File: src/rtl/mem_write_port_if.sv
// Bundle of the requester-side and Avalon-MM master-side signals of mem_write_port.
// slave modport: the write port's own view; master modport: whoever drives requests
// and plays the fabric.
interface mem_write_port_if #(
   parameter int DATAWIDTH      = 32,
   parameter int ADDRESSWIDTH   = 20,
   parameter int FIFODEPTH_LOG2 = 3
);
   logic [ADDRESSWIDTH-1:0]   write_addr;
   logic [DATAWIDTH-1:0]      write_data;
   logic                      write;
   logic                      waitrequest;
   logic                      idle;
   logic [FIFODEPTH_LOG2:0]   fill_level;
   logic [ADDRESSWIDTH-1:0]   master_address;
   logic                      master_write;
   logic [DATAWIDTH/8-1:0]    master_byteenable;
   logic [DATAWIDTH-1:0]      master_writedata;
   logic                      master_waitrequest;

   modport slave (
      input  write_addr, write_data, write, master_waitrequest,
      output waitrequest, idle, fill_level,
             master_address, master_write, master_byteenable, master_writedata
   );

   modport master (
      output write_addr, write_data, write, master_waitrequest,
      input  waitrequest, idle, fill_level,
             master_address, master_write, master_byteenable, master_writedata
   );
endinterface

File: src/rtl/mem_write_port.sv
// Avalon-MM write master with a small posting FIFO.
// Requests {addr,data} are queued and drained to the fabric in acceptance order.
// All status and master outputs come from registered state only, so nothing on the
// fabric side ever combinationally depends on a requester input (no bypass).
module mem_write_port #(
   parameter int DATAWIDTH      = 32,
   parameter int ADDRESSWIDTH   = 20,
   parameter int FIFODEPTH      = 8,
   parameter int FIFODEPTH_LOG2 = 3
) (
   input  logic            clk,
   input  logic            reset,
   mem_write_port_if.slave bus
);
   localparam int ENTRYW = ADDRESSWIDTH + DATAWIDTH;
   localparam logic [FIFODEPTH_LOG2:0] FULL_COUNT = (FIFODEPTH_LOG2+1)'(FIFODEPTH);

   logic [ENTRYW-1:0]         mem_q [FIFODEPTH];
   logic [FIFODEPTH_LOG2-1:0] wp_q, wp_d;
   logic [FIFODEPTH_LOG2-1:0] rp_q, rp_d;
   logic [FIFODEPTH_LOG2:0]   count_q, count_d;
   logic                      full;
   logic                      not_empty;
   logic                      push;
   logic                      pop;
   logic [ENTRYW-1:0]         head;

   // Full/empty flags from the registered count; a pop in the same cycle does not
   // free a slot until the next edge.
   always_comb begin
      full      = (count_q == FULL_COUNT);
      not_empty = (count_q != '0);
   end

   // Handshake qualification and next pointer/count values.
   always_comb begin
      push    = bus.write & ~full;
      pop     = not_empty & ~bus.master_waitrequest;
      wp_d    = wp_q;
      rp_d    = rp_q;
      count_d = count_q;
      if (push) begin
         wp_d = wp_q + 1'b1;
      end
      if (pop) begin
         rp_d = rp_q + 1'b1;
      end
      case ({push, pop})
         2'b10:   count_d = count_q + 1'b1;
         2'b01:   count_d = count_q - 1'b1;
         default: count_d = count_q;
      endcase
   end

   // Pointer and count registers; reset discards every buffered entry at once.
   always_ff @(posedge clk or negedge reset) begin
      if (!reset) begin
         wp_q    <= '0;
         rp_q    <= '0;
         count_q <= '0;
      end else begin
         wp_q    <= wp_d;
         rp_q    <= rp_d;
         count_q <= count_d;
      end
   end

   // Entry storage; contents are never cleared, count alone says what is valid.
   always_ff @(posedge clk) begin
      if (push) begin
         mem_q[wp_q] <= {bus.write_addr, bus.write_data};
      end
   end

   // Requester status and Avalon master outputs, all from registered state.
   always_comb begin
      head                  = mem_q[rp_q];
      bus.waitrequest       = full;
      bus.idle              = ~not_empty;
      bus.fill_level        = count_q;
      bus.master_write      = not_empty;
      bus.master_address    = head[ENTRYW-1:DATAWIDTH];
      bus.master_writedata  = head[DATAWIDTH-1:0];
      bus.master_byteenable = '1;
   end
endmodule

File: src/flat_wrapper.sv
// flat-port wrapper written by rule: the top's interface ports become plain ports
module mem_write_port_flat 
#(
   parameter int DATAWIDTH      = 32,
   parameter int ADDRESSWIDTH   = 20,
   parameter int FIFODEPTH      = 8,
   parameter int FIFODEPTH_LOG2 = 3
)
  (clk, reset, bus_write_addr, bus_write_data, bus_write, bus_master_waitrequest, bus_waitrequest, bus_idle, bus_fill_level, bus_master_address, bus_master_write, bus_master_byteenable, bus_master_writedata);
  mem_write_port_if #(.DATAWIDTH(DATAWIDTH), .ADDRESSWIDTH(ADDRESSWIDTH), .FIFODEPTH_LOG2(FIFODEPTH_LOG2)) bus_i ();
  input  logic clk;
  input  logic reset;
  input wire logic [$bits(bus_i.write_addr)-1:0] bus_write_addr;
  input wire logic [$bits(bus_i.write_data)-1:0] bus_write_data;
  input wire logic [$bits(bus_i.write)-1:0] bus_write;
  input wire logic [$bits(bus_i.master_waitrequest)-1:0] bus_master_waitrequest;
  output wire logic [$bits(bus_i.waitrequest)-1:0] bus_waitrequest;
  output wire logic [$bits(bus_i.idle)-1:0] bus_idle;
  output wire logic [$bits(bus_i.fill_level)-1:0] bus_fill_level;
  output wire logic [$bits(bus_i.master_address)-1:0] bus_master_address;
  output wire logic [$bits(bus_i.master_write)-1:0] bus_master_write;
  output wire logic [$bits(bus_i.master_byteenable)-1:0] bus_master_byteenable;
  output wire logic [$bits(bus_i.master_writedata)-1:0] bus_master_writedata;
  assign bus_i.write_addr = bus_write_addr;
  assign bus_i.write_data = bus_write_data;
  assign bus_i.write = bus_write;
  assign bus_i.master_waitrequest = bus_master_waitrequest;
  assign bus_waitrequest = bus_i.waitrequest;
  assign bus_idle = bus_i.idle;
  assign bus_fill_level = bus_i.fill_level;
  assign bus_master_address = bus_i.master_address;
  assign bus_master_write = bus_i.master_write;
  assign bus_master_byteenable = bus_i.master_byteenable;
  assign bus_master_writedata = bus_i.master_writedata;
  mem_write_port #(.DATAWIDTH(DATAWIDTH), .ADDRESSWIDTH(ADDRESSWIDTH), .FIFODEPTH(FIFODEPTH), .FIFODEPTH_LOG2(FIFODEPTH_LOG2)) u_core (.clk(clk), .reset(reset), .bus(bus_i));
endmodule
File: config.mk
export PLATFORM = sky130hd
export DESIGN_NAME = mem_write_port_flat
export DESIGN_NICKNAME = d
export VERILOG_FILES = /design/src/rtl/mem_write_port_if.sv /design/src/rtl/mem_write_port.sv /design/src/flat_wrapper.sv
export SDC_FILE = /design/constraint.sdc
export NUM_CORES = 1
export LEC_CHECK = 0
export CORE_MARGIN = 1.5
export CORE_UTILIZATION = 50
export CTS_CLUSTER_DIAMETER = 100
export DETAILED_ROUTE_END_ITERATION = 16
export PLACE_DENSITY = 0.76
export SLEW_MARGIN = 25
export SYNTH_ARGS = -nofsm -noshare
export SYNTH_HDL_FRONTEND = slang
export SYNTH_SLANG_ARGS = --single-unit
export TNS_END_PERCENT = 30
File: constraint.sdc
create_clock -name clk -period 5.4 [get_ports clk]
set_input_delay 1.08 -clock clk [delete_from_list [all_inputs] [get_ports clk]]
set_output_delay 1.08 -clock clk [all_outputs]
set_load 0.005 [all_outputs]
# Word-level counts from Yosys, hierarchy flattened
# Memories as Yosys holds them, arrays and structs flattened.
# Cells that the tools add are included.
[op_classes]
n_reduce_logical = 2
n_mux = 3
eq_ne = 3
n_addsub = 4
n_bitwise = 5
[op_table]
columns = ["operator", "n"]
rows = [
  ["4-bit one-hot mux with 2 select lines", 1],
  ["3-bit by 1-bit adder with 3-bit output (second input constant)", 2],
  ["4-bit by 1-bit adder with 4-bit output (second input constant)", 1],
  ["4-bit equality test (second input constant)", 1],
  ["4-bit nonzero test", 1],
  ["4-bit by 1-bit subtractor with 4-bit output (second input constant)", 1],
  ["1-bit inverter", 3],
  ["1-bit AND", 2],
  ["2-bit by 1-bit equality test with 1-bit output (second input constant)", 1],
  ["2-bit equality test (second input constant)", 1],
  ["1-bit 2-to-1 mux", 2],
  ["2-bit nonzero test", 1],
]
[word_totals]
memories = 1
mem_bits_rw = 416
output_inout_bits = 63
register_bits = 10
[mem_list]
columns = ["memory", "depth", "word_bits", "read_ports", "rd_ports_with_merged_regs", "wr", "line_no", "source"]
rows = [
  ["u_core.mem_q", 8, 52, 1, 0, 1, "mem_write_port.sv:18", "logic [ENTRYW-1:0] mem_q [FIFODEPTH];"],
]

# Depth between registers and ports, before layout
# Gate-level depths: netlist (run 1).
[logic_depth]
ltp_word = 5
ltp_mapped = 7
depth_no_buf = 7

# Least setup slack after synthesis (run 1)
# No wires, ideal clock.
[synth_path]
path_type = "input-to-reg"
start = "input bus_write"
end = "memory u_core.mem_q[1][0] (netlist name) (enable)"
n_path_buf = 0
setup_time_ns = 0.526
path_stages = 2
t_arrival_ns = 4.759
path_slack_ns = 0.115
cell_sequence = "nand3_1 > nor3_1"
[synth_between]
elab_chain_len = 3
[synth_rtl]
columns = ["item", "line_no", "source"]
rows = [
  ["start, declared", "flat_wrapper.sv:15", "input wire logic [$bits(bus_i.write)-1:0] bus_write;"],
  ["1-bit AND", "mem_write_port.sv:37", "push = bus.write & ~full;"],
  ["1-bit 2-to-1 mux", "mem_write_port.sv:70", "if (push) begin"],
  ["1-bit 2-to-1 mux (not written as such)", "mem_write_port.sv:71", "mem_q[wp_q] <= {bus.write_addr, bus.write_data};"],
  ["end, declared", "mem_write_port.sv:18", ""],
]
# Every way passes these cells.

# Worst setup path in the final report (run 1)
[layout_path]
start = "register u_core.rp_q[0]"
end = "output bus_master_writedata[0]"
[layout_between]
elab_chain_len = 1
[layout_rtl]
columns = ["item", "line_no", "source"]
rows = [
  ["start, declared", "mem_write_port.sv:20", "logic [FIFODEPTH_LOG2-1:0] rp_q, rp_d;"],
  ["start signal, assigned", "mem_write_port.sv:63", "rp_q <= rp_d;"],
  ["memory read 8 x 52 bit", "-", ""],
  ["end, declared", "flat_wrapper.sv:23", "output wire logic [$bits(bus_i.master_writedata)-1:0] bus_master_writedata;"],
]
# Every way passes these cells.

==> flow_metrics.env, run 1 <==
export IMPL_run_status="complete, no violations"
export IMPL_die_y_um=184.7
export IMPL_drt_antenna_violating_nets=0
export IMPL_die_w_um=184.7
export IMPL_synth_yosys_seq_area_share=0.7719
export IMPL_gp_congestion=0.6923
export IMPL_route_vias_total=7228
export IMPL_fin_crit_sh=0.7962
export IMPL_clock_share_of_power=0.265
export IMPL_clkSlewWorstSetupHoldPaths_ps=60
export IMPL_ir_drop_v=0.0003925
export IMPL_timing_fmax_ghz=0.2326
export IMPL_grt_setup_unrepaired="no"
export IMPL_worst_slew_pin_transition_ps=945.4
export IMPL_drt_pre_antenna_iters=5
export IMPL_power_switching_mw=2.797
export IMPL_postSynthCellCount=672
export IMPL_crit_path_max_incr_delay_ps=810
export IMPL_grt_first_pass_wirelength_mm=45.41
export IMPL_crit_path_cell_trace="buf_12 -> mux4_1 -> mux2_4 -> clkdlybuf4s50_1"
export IMPL_yosysWarnings=0
export IMPL_worstPathArrival_ps=3220
export IMPL_gr_total_overflow=0
export IMPL_slew_headroom=0.3697
export IMPL_antenna_violations_before_repair=2
export IMPL_routed_wire_length_per_instance_um=23.09
export IMPL_tritoncts="yes"
export IMPL_globalRouteTotalUtil=0.1809
export IMPL_p_comb_frac=0.314
export IMPL_critical_path_startpoint_type="flop"
export IMPL_cts_made_buffers=43
export IMPL_design_portCount=119
export IMPL_critical_path_reg2reg_startpoint="u_core.bus.fill_level[2]"
export IMPL_netlist_top_cells_area="sky130_fd_sc_hd__edfxtp_1 (76%), sky130_fd_sc_hd__mux4_2 (14%), sky130_fd_sc_hd__mux2_4 (3.9%)"
export IMPL_final_hold_viol_count=0
export IMPL_report_final_setup_viol=0
export IMPL_max_cap_violations=0
export IMPL_critical_path_slowest_cell="sky130_fd_sc_hd__dfrtp_4"
export IMPL_clockRootBuffer="sky130_fd_sc_hd__clkbuf_16"
export IMPL_vias_per_cell=5.603
export IMPL_post_cts_hold_buffer_count=0
export IMPL_number_of_buffers_and_inverters_on_the_critical_path=2
export IMPL_swShare=0.2621
export IMPL_cp_end_kind="primary output"
export IMPL_rr_worst_depth=7
export IMPL_coreArea_sq_um=32540
export IMPL_ctsHtreeMaxLevel=2
export IMPL_cp_required_ps=4320
export IMPL_syn_mean_instance_area_sq_um=24.56
export IMPL_initial_core_util=0.5073
export IMPL_pin_count_of_the_biggest_net_entering_global_routing=59
export IMPL_fill_cells=2265
export IMPL_post_cts_resized_instances=0
export IMPL_cp_max_fo=58
export IMPL_ys_ff_latch=426
export IMPL_syn_area_sq_um=16510
export IMPL_slew_violations=0
export IMPL_path_depth=4
export IMPL_timing_hold_worst_class="reg -> reg"
export IMPL_vias_in_the_first_global_route=7794
export IMPL_power_density_cell_area_nw_per_um2=546.2
export IMPL_timing_final_crit_period_ps=4299
export IMPL_seq_pwr_share=0.421
export IMPL_synth_largest_area_cell="sky130_fd_sc_hd__edfxtp_1"
export IMPL_worst_setup_path_type="reg -> out"
export IMPL_post_cts_repair_setup_buffers=0
export IMPL_port_buffer_count=114
export IMPL_synth_lib_cells_used_distinct=34
export IMPL_area_growth_synth_to_finish_pct=18.38
export IMPL_post_route_cells_drive_above_1_share=0.2798
export IMPL_clk_path_buf_depth=3
export IMPL_setup_reg_to_reg_worst_slack_ps=2590
export IMPL_p_total_mw=10.67
export IMPL_die_area_sq_um=34110
export IMPL_p_int_mw=7.876
export IMPL_static_leakage_power_nw=6.341
export IMPL_critical_path_start="u_core.rp_q[0]"
export IMPL_reg2reg_to="u_core.bus.fill_level[3]"
export IMPL_fp_row_count=66
export IMPL_worstSetupEndpoint="bus_master_writedata[0]"
export IMPL_worst_skew_pair_late_latency_ps=540
export IMPL_drtIter0Drc=477
export IMPL_tns_ps=0
export IMPL_detail_route_wirelength_mm=29.78
export IMPL_finish_net_count=878
export IMPL_clock_skew_final_ps=25.77
export IMPL_crit_family="buffers and inverters"
export IMPL_synth_top_area_share=0.7568
export IMPL_total_number_of_clock_tree_sinks=426
export IMPL_dp_hpwl_mm=16.03
export IMPL_number_of_design_rule_violations_left_after_detail_routing=0
==> per-layer routing <==
layer | up-vias | part of all wire | GRT usage
li1 | 3141 | - | -
met1 | 3837 | 0.44 | 0.2553
met2 | 200 | 0.49 | 0.2913
met3 | 48 | 0.059 | 0.04070
met4 | 2 | 0.017 | 0.04195
met5 | - | 0.00044 | 0
==> through the flow <==
step	area [sq um]	hold WS (ps)	util	std cells	setup slack (ps)
6_report	19540	528.1	0.6006	1290	1101
4_1_cts	19510	532.4	0.5997	1288	1001
2_1_floorplan	16520	484.6	-	675	114.9
5_1_grt	19540	572.5	0.6005	1289	860.9
3_3_place_gp	18160	507.2	0.5581	1212	1585
3_5_place_dp	18160	523.9	0.5581	1212	1583
==> synth_stat cells <==
cell                         n
sky130_fd_sc_hd__mux2_4     43
sky130_fd_sc_hd__buf_12      6
sky130_fd_sc_hd__xnor2_1     3
sky130_fd_sc_hd__a21oi_1     2
sky130_fd_sc_hd__buf_4       4
sky130_fd_sc_hd__or4b_1      2
sky130_fd_sc_hd__mux2_1      3
sky130_fd_sc_hd__nor3b_1     4
sky130_fd_sc_hd__nor3_1      2
sky130_fd_sc_hd__buf_6       1
sky130_fd_sc_hd__fa_1        1
sky130_fd_sc_hd__mux4_1      3
sky130_fd_sc_hd__inv_1       6
sky130_fd_sc_hd__buf_1       5
sky130_fd_sc_hd__nand2_1     3
sky130_fd_sc_hd__mux2i_1     1
sky130_fd_sc_hd__mux2_2      9
sky130_fd_sc_hd__o311ai_1    1
sky130_fd_sc_hd__buf_2      12
sky130_fd_sc_hd__o211ai_1    1
sky130_fd_sc_hd__nand3b_1    1
sky130_fd_sc_hd__nor4_2      1
sky130_fd_sc_hd__a2111o_1    1
sky130_fd_sc_hd__nand2b_1    2
sky130_fd_sc_hd__clkbuf_1    7
sky130_fd_sc_hd__nand3_1     4
sky130_fd_sc_hd__mux4_2    101
sky130_fd_sc_hd__edfxtp_1  416
sky130_fd_sc_hd__dfrtp_1    10
sky130_fd_sc_hd__nor2_1      7
sky130_fd_sc_hd__ha_1        5
sky130_fd_sc_hd__o21ai_0     1
sky130_fd_sc_hd__xor2_1      3
sky130_fd_sc_hd__conb_1      1
==> placed cells by master, fill, tap and decap left out, types with 4 or more instances in the layout <==
cell and count:
sky130_fd_sc_hd__buf_4 14, sky130_fd_sc_hd__clkinv_1 12, sky130_fd_sc_hd__bufinv_16 4, sky130_fd_sc_hd__mux4_2 101, sky130_fd_sc_hd__mux2_4 43, sky130_fd_sc_hd__nor3b_1 4, sky130_fd_sc_hd__dfrtp_1 7, sky130_fd_sc_hd__mux2_2 9
sky130_fd_sc_hd__clkbuf_1 9, sky130_fd_sc_hd__nand3_1 4, sky130_fd_sc_hd__clkbuf_16 44, sky130_fd_sc_hd__ha_1 5, sky130_fd_sc_hd__edfxtp_1 416, sky130_fd_sc_hd__clkinv_2 4, sky130_fd_sc_hd__conb_1 4, sky130_fd_sc_hd__inv_1 6
sky130_fd_sc_hd__clkdlybuf4s50_1 114, sky130_fd_sc_hd__nor2_4 6
==> cells by family (layout without fill, tap and decap cells) <==
group | after synthesis | count (layout) | synth area share
AO/OA/AOI/OAI | 6 | 6 | 0.002577
multiplexers | 160 | 160 | 0.1905
AND/OR/NAND/NOR | 26 | 26 | 0.009096
other | 1 | 5 | 0.0002272
adder cells (fa/ha/maj) | 6 | 6 | 0.005003
XOR/XNOR | 6 | 6 | 0.003184
flip-flops | 426 | 426 | 0.7719
buffers and inverters | 41 | 213 | 0.01751
==> registers in the layout (all words and copies together), names as in the netlist <==
name,cells
u_core.bus.fill_level,4
u_core.mem_q,416
u_core.rp_q,3
u_core.wp_q,3
==> worst min path at each step <==
stage / from / end / depth (start not counted)
finish: u_core.wp_q[0] / u_core.wp_q[0] / 1
floorplan: u_core.wp_q[0] / u_core.wp_q[0] / 1
global route: u_core.wp_q[0] / u_core.wp_q[0] / 1
global placement: u_core.wp_q[0] / u_core.wp_q[0] / 1
CTS: u_core.wp_q[0] / u_core.wp_q[0] / 1
detailed placement: u_core.wp_q[0] / u_core.wp_q[0] / 1
==> worst register-to-register path, cell delays in order (launching register included) <==
cell and delay (ps):
sky130_fd_sc_hd__dfrtp_1 430, sky130_fd_sc_hd__or4b_1 630, sky130_fd_sc_hd__nand2_1 190, sky130_fd_sc_hd__ha_1 340, sky130_fd_sc_hd__ha_1 340, sky130_fd_sc_hd__or4b_1 540, sky130_fd_sc_hd__o311ai_1 100, sky130_fd_sc_hd__o211ai_1 120
==> cell type report <==
type	count	area, sq um	share of cell area
Antenna cell	1	2.502	0.0001281
Clock buffer	53	1135	0.05807
Clock inverter	23	219.0	0.01121
Inverter	6	22.52	0.001153
Multi-Input combinational cell	208	3542	0.1813
Sequential cell	426	12750	0.6526
Tap cell	442	553.0	0.02830
Timing Repair Buffer	131	1314	0.06723
==> power by group through the flow <==
stage	registers, mW	clock network (mW)	logic (mW)
CTS	4.57	2.88	3.36
global route	4.55	3.01	3.62
floorplan	4.36	0	2.30
detailed placement	4.64	0	3.34
finish	4.49	2.83	3.35
global placement	4.61	0	3.32
Note: power is estimated with default switching activity, not from simulation.
==> run 2, diff against run 1 <==
==> constraint.sdc (replaced) <==
create_clock -name clk -period 4.1 [get_ports clk]
set_input_delay 0.82 -clock clk [delete_from_list [all_inputs] [get_ports clk]]
set_output_delay 0.82 -clock clk [all_outputs]
set_load 0.005 [all_outputs]
==> run 2 against run 1 <==
Net effect:
- setup slack got worse by 770 ps
- power rose by 30%
- critical path depth unchanged
- hold slack worse by 10 ps
- clock skew shrank 15 ps
- routed wire length increased by 2.6%
- cell count stayed put
- via count fell by 1.0%
- global-route usage up 0.47 points
==> flow_metrics.env, run 2 (same netlist as run 1, synthesis figures left out) <==
export IMPL_power_density_cell_area_nw_per_um2=709.8
export IMPL_ctsHtreeMaxLevel=2
export IMPL_worst_skew_pair_late_latency_ps=520
export IMPL_globalRouteTotalUtil=0.1856
export IMPL_cp_max_fo=50
export IMPL_post_cts_repair_setup_buffers=0
export IMPL_drtIter0Drc=460
export IMPL_p_total_mw=13.84
export IMPL_worst_setup_path_type="reg -> out"
export IMPL_run_status="complete, no violations"
export IMPL_fin_crit_sh=0.9197
export IMPL_port_buffer_count=114
export IMPL_tritoncts="yes"
export IMPL_crit_path_cell_trace="buf_4 -> mux4_2 -> mux2_4 -> clkdlybuf4s50_1"
export IMPL_number_of_buffers_and_inverters_on_the_critical_path=2
export IMPL_ir_drop_v=0.0005635
export IMPL_fin_ws_ps=329.1
export IMPL_clk_path_buf_depth=3
export IMPL_tns_ps=0
export IMPL_total_number_of_clock_tree_sinks=426
export IMPL_timing_fmax_ghz=0.2652
export IMPL_coreArea_sq_um=32540
export IMPL_slew_violations=0
export IMPL_design_portCount=119
export IMPL_worstPathArrival_ps=2950
export IMPL_gp_congestion=0.6861
export IMPL_cp_required_ps=3280
export IMPL_largest_reg_flops=416
export IMPL_crit_path_max_incr_delay_ps=920
export IMPL_max_cap_violations=0
export IMPL_critical_path_start="u_core.rp_q[1]"
export IMPL_drt_pre_antenna_iters=6
export IMPL_cp_end_kind="primary output"
export IMPL_finalInstanceArea_sq_um=19500
export IMPL_pin_count_of_the_biggest_net_entering_global_routing=53
export IMPL_die_area_sq_um=34110
export IMPL_min_delay_start="u_core.wp_q[0]"
export IMPL_vias_in_the_first_global_route=7637
export IMPL_grt_first_pass_wirelength_mm=45.93
export IMPL_cts_made_buffers=42
export IMPL_crit_family="flip-flops"
export IMPL_initial_core_util=0.5073
export IMPL_critical_path_reg2reg_startpoint="u_core.bus.fill_level[2]"
export IMPL_finalHoldWorstSlack_ps=518.1
export IMPL_die_w_um=184.7
export IMPL_finish_net_count=879
export IMPL_grt_setup_unrepaired="no"
export IMPL_mostFrequentLayoutCell="sky130_fd_sc_hd__edfxtp_1"
export IMPL_report_final_setup_viol=0
export IMPL_gr_total_overflow=0
export IMPL_worst_slew_pin_transition_ps=1056
export IMPL_placed_cell_area_sq_um=18290
export IMPL_slew_headroom=0.2959
export IMPL_post_cts_resized_instances=0
export IMPL_clkSlewWorstSetupHoldPaths_ps=60
export IMPL_area_growth_synth_to_finish_pct=18.13
export IMPL_final_hold_viol_count=0
export IMPL_clockRootBuffer="sky130_fd_sc_hd__clkbuf_16"
export IMPL_critical_path_slowest_cell="sky130_fd_sc_hd__dfrtp_4"
export IMPL_post_cts_hold_buffer_count=0
export IMPL_die_y_um=184.7
export IMPL_fill_cells=2284
export IMPL_routed_wire_length_per_instance_um=23.69
export IMPL_detail_route_wirelength_mm=30.56
export IMPL_drt_antenna_violating_nets=0
export IMPL_most_common_layout_cells="sky130_fd_sc_hd__edfxtp_1 (416), sky130_fd_sc_hd__clkdlybuf4s50_1 (114), sky130_fd_sc_hd__mux4_2 (101)"
export IMPL_registers_top_by_ff_count="u_core.mem_q"
export IMPL_dp_slack_ps=859.3
export IMPL_post_route_cells_drive_above_1_share=0.2748
export IMPL_dp_hpwl_mm=16.45
export IMPL_critical_path_startpoint_type="flop"
export IMPL_route_vias_total=7155
export IMPL_clock_skew_final_ps=10.85
export IMPL_fp_row_count=66
export IMPL_vias_per_cell=5.547
export IMPL_timing_final_crit_period_ps=3771
export IMPL_multi_input_area_sq_um=3548
export IMPL_timing_hold_worst_class="reg -> reg"
export IMPL_static_leakage_power_nw=6.301
export IMPL_number_of_design_rule_violations_left_after_detail_routing=0
export IMPL_ff_latch_area_sq_um=12750
export IMPL_antenna_violations_before_repair=1
export IMPL_antennaDiodeCount=0
## run 2: changes by cell type in the layout (fill, tap and decap cells not counted), sizes merged
cell,before,now
bufinv,4,0
clkinv,17,20
buf,17,19
diode,1,0
## run 2: report_power, final
group,leakage (nW),internal [mW],total (mW),switching (mW)
Clock,0.593,1.92,3.41,1.49
Combinational,1.82,2.72,4.46,1.74
Sequential,3.89,5.49,5.97,0.481
Total,6.30,10.1,13.8,3.71
## run 2: worst paths after layout
check	slack (ps)	to	cells past startpoint
min in group asynchronous	630	u_core.bus.fill_level[2]	1
max in group asynchronous	3100	u_core.rp_q[2]	1
setup reg to reg	1270	u_core.bus.fill_level[3]	7
hold / removal	520	u_core.wp_q[0]	1
hold reg to reg	520	u_core.wp_q[0]	1
setup / recovery	330	bus_master_writedata[19]	4
## run 2: area by class of cell
class,instances,area share
Sequential cell,426,0.6540
Multi-Input combinational cell,208,0.1820
Timing Repair Buffer,133,0.07225
Clock buffer,53,0.05711
Tap cell,442,0.02836
Clock inverter,22,0.005133
Inverter,6,0.001155
## run 2: routing by layer
layer,up-vias,GRT usage,part of all wire
met1,3766,0.2536,0.42
met3,37,0.03794,0.056
met4,2,0.03545,0.013
met2,212,0.3141,0.51
met5,-,0,0.00043
li1,3138,-,-
## run 2: per-stage QoR
| stage | cells | util |
|---|---|---|
| after floorplan | 675 | - |
| after global placement | 1215 | 0.5620 |
| after detailed placement | 1215 | 0.5620 |
| after CTS | 1290 | 0.5993 |
| after global routing | 1290 | 0.5993 |
| final | 1290 | 0.5993 |
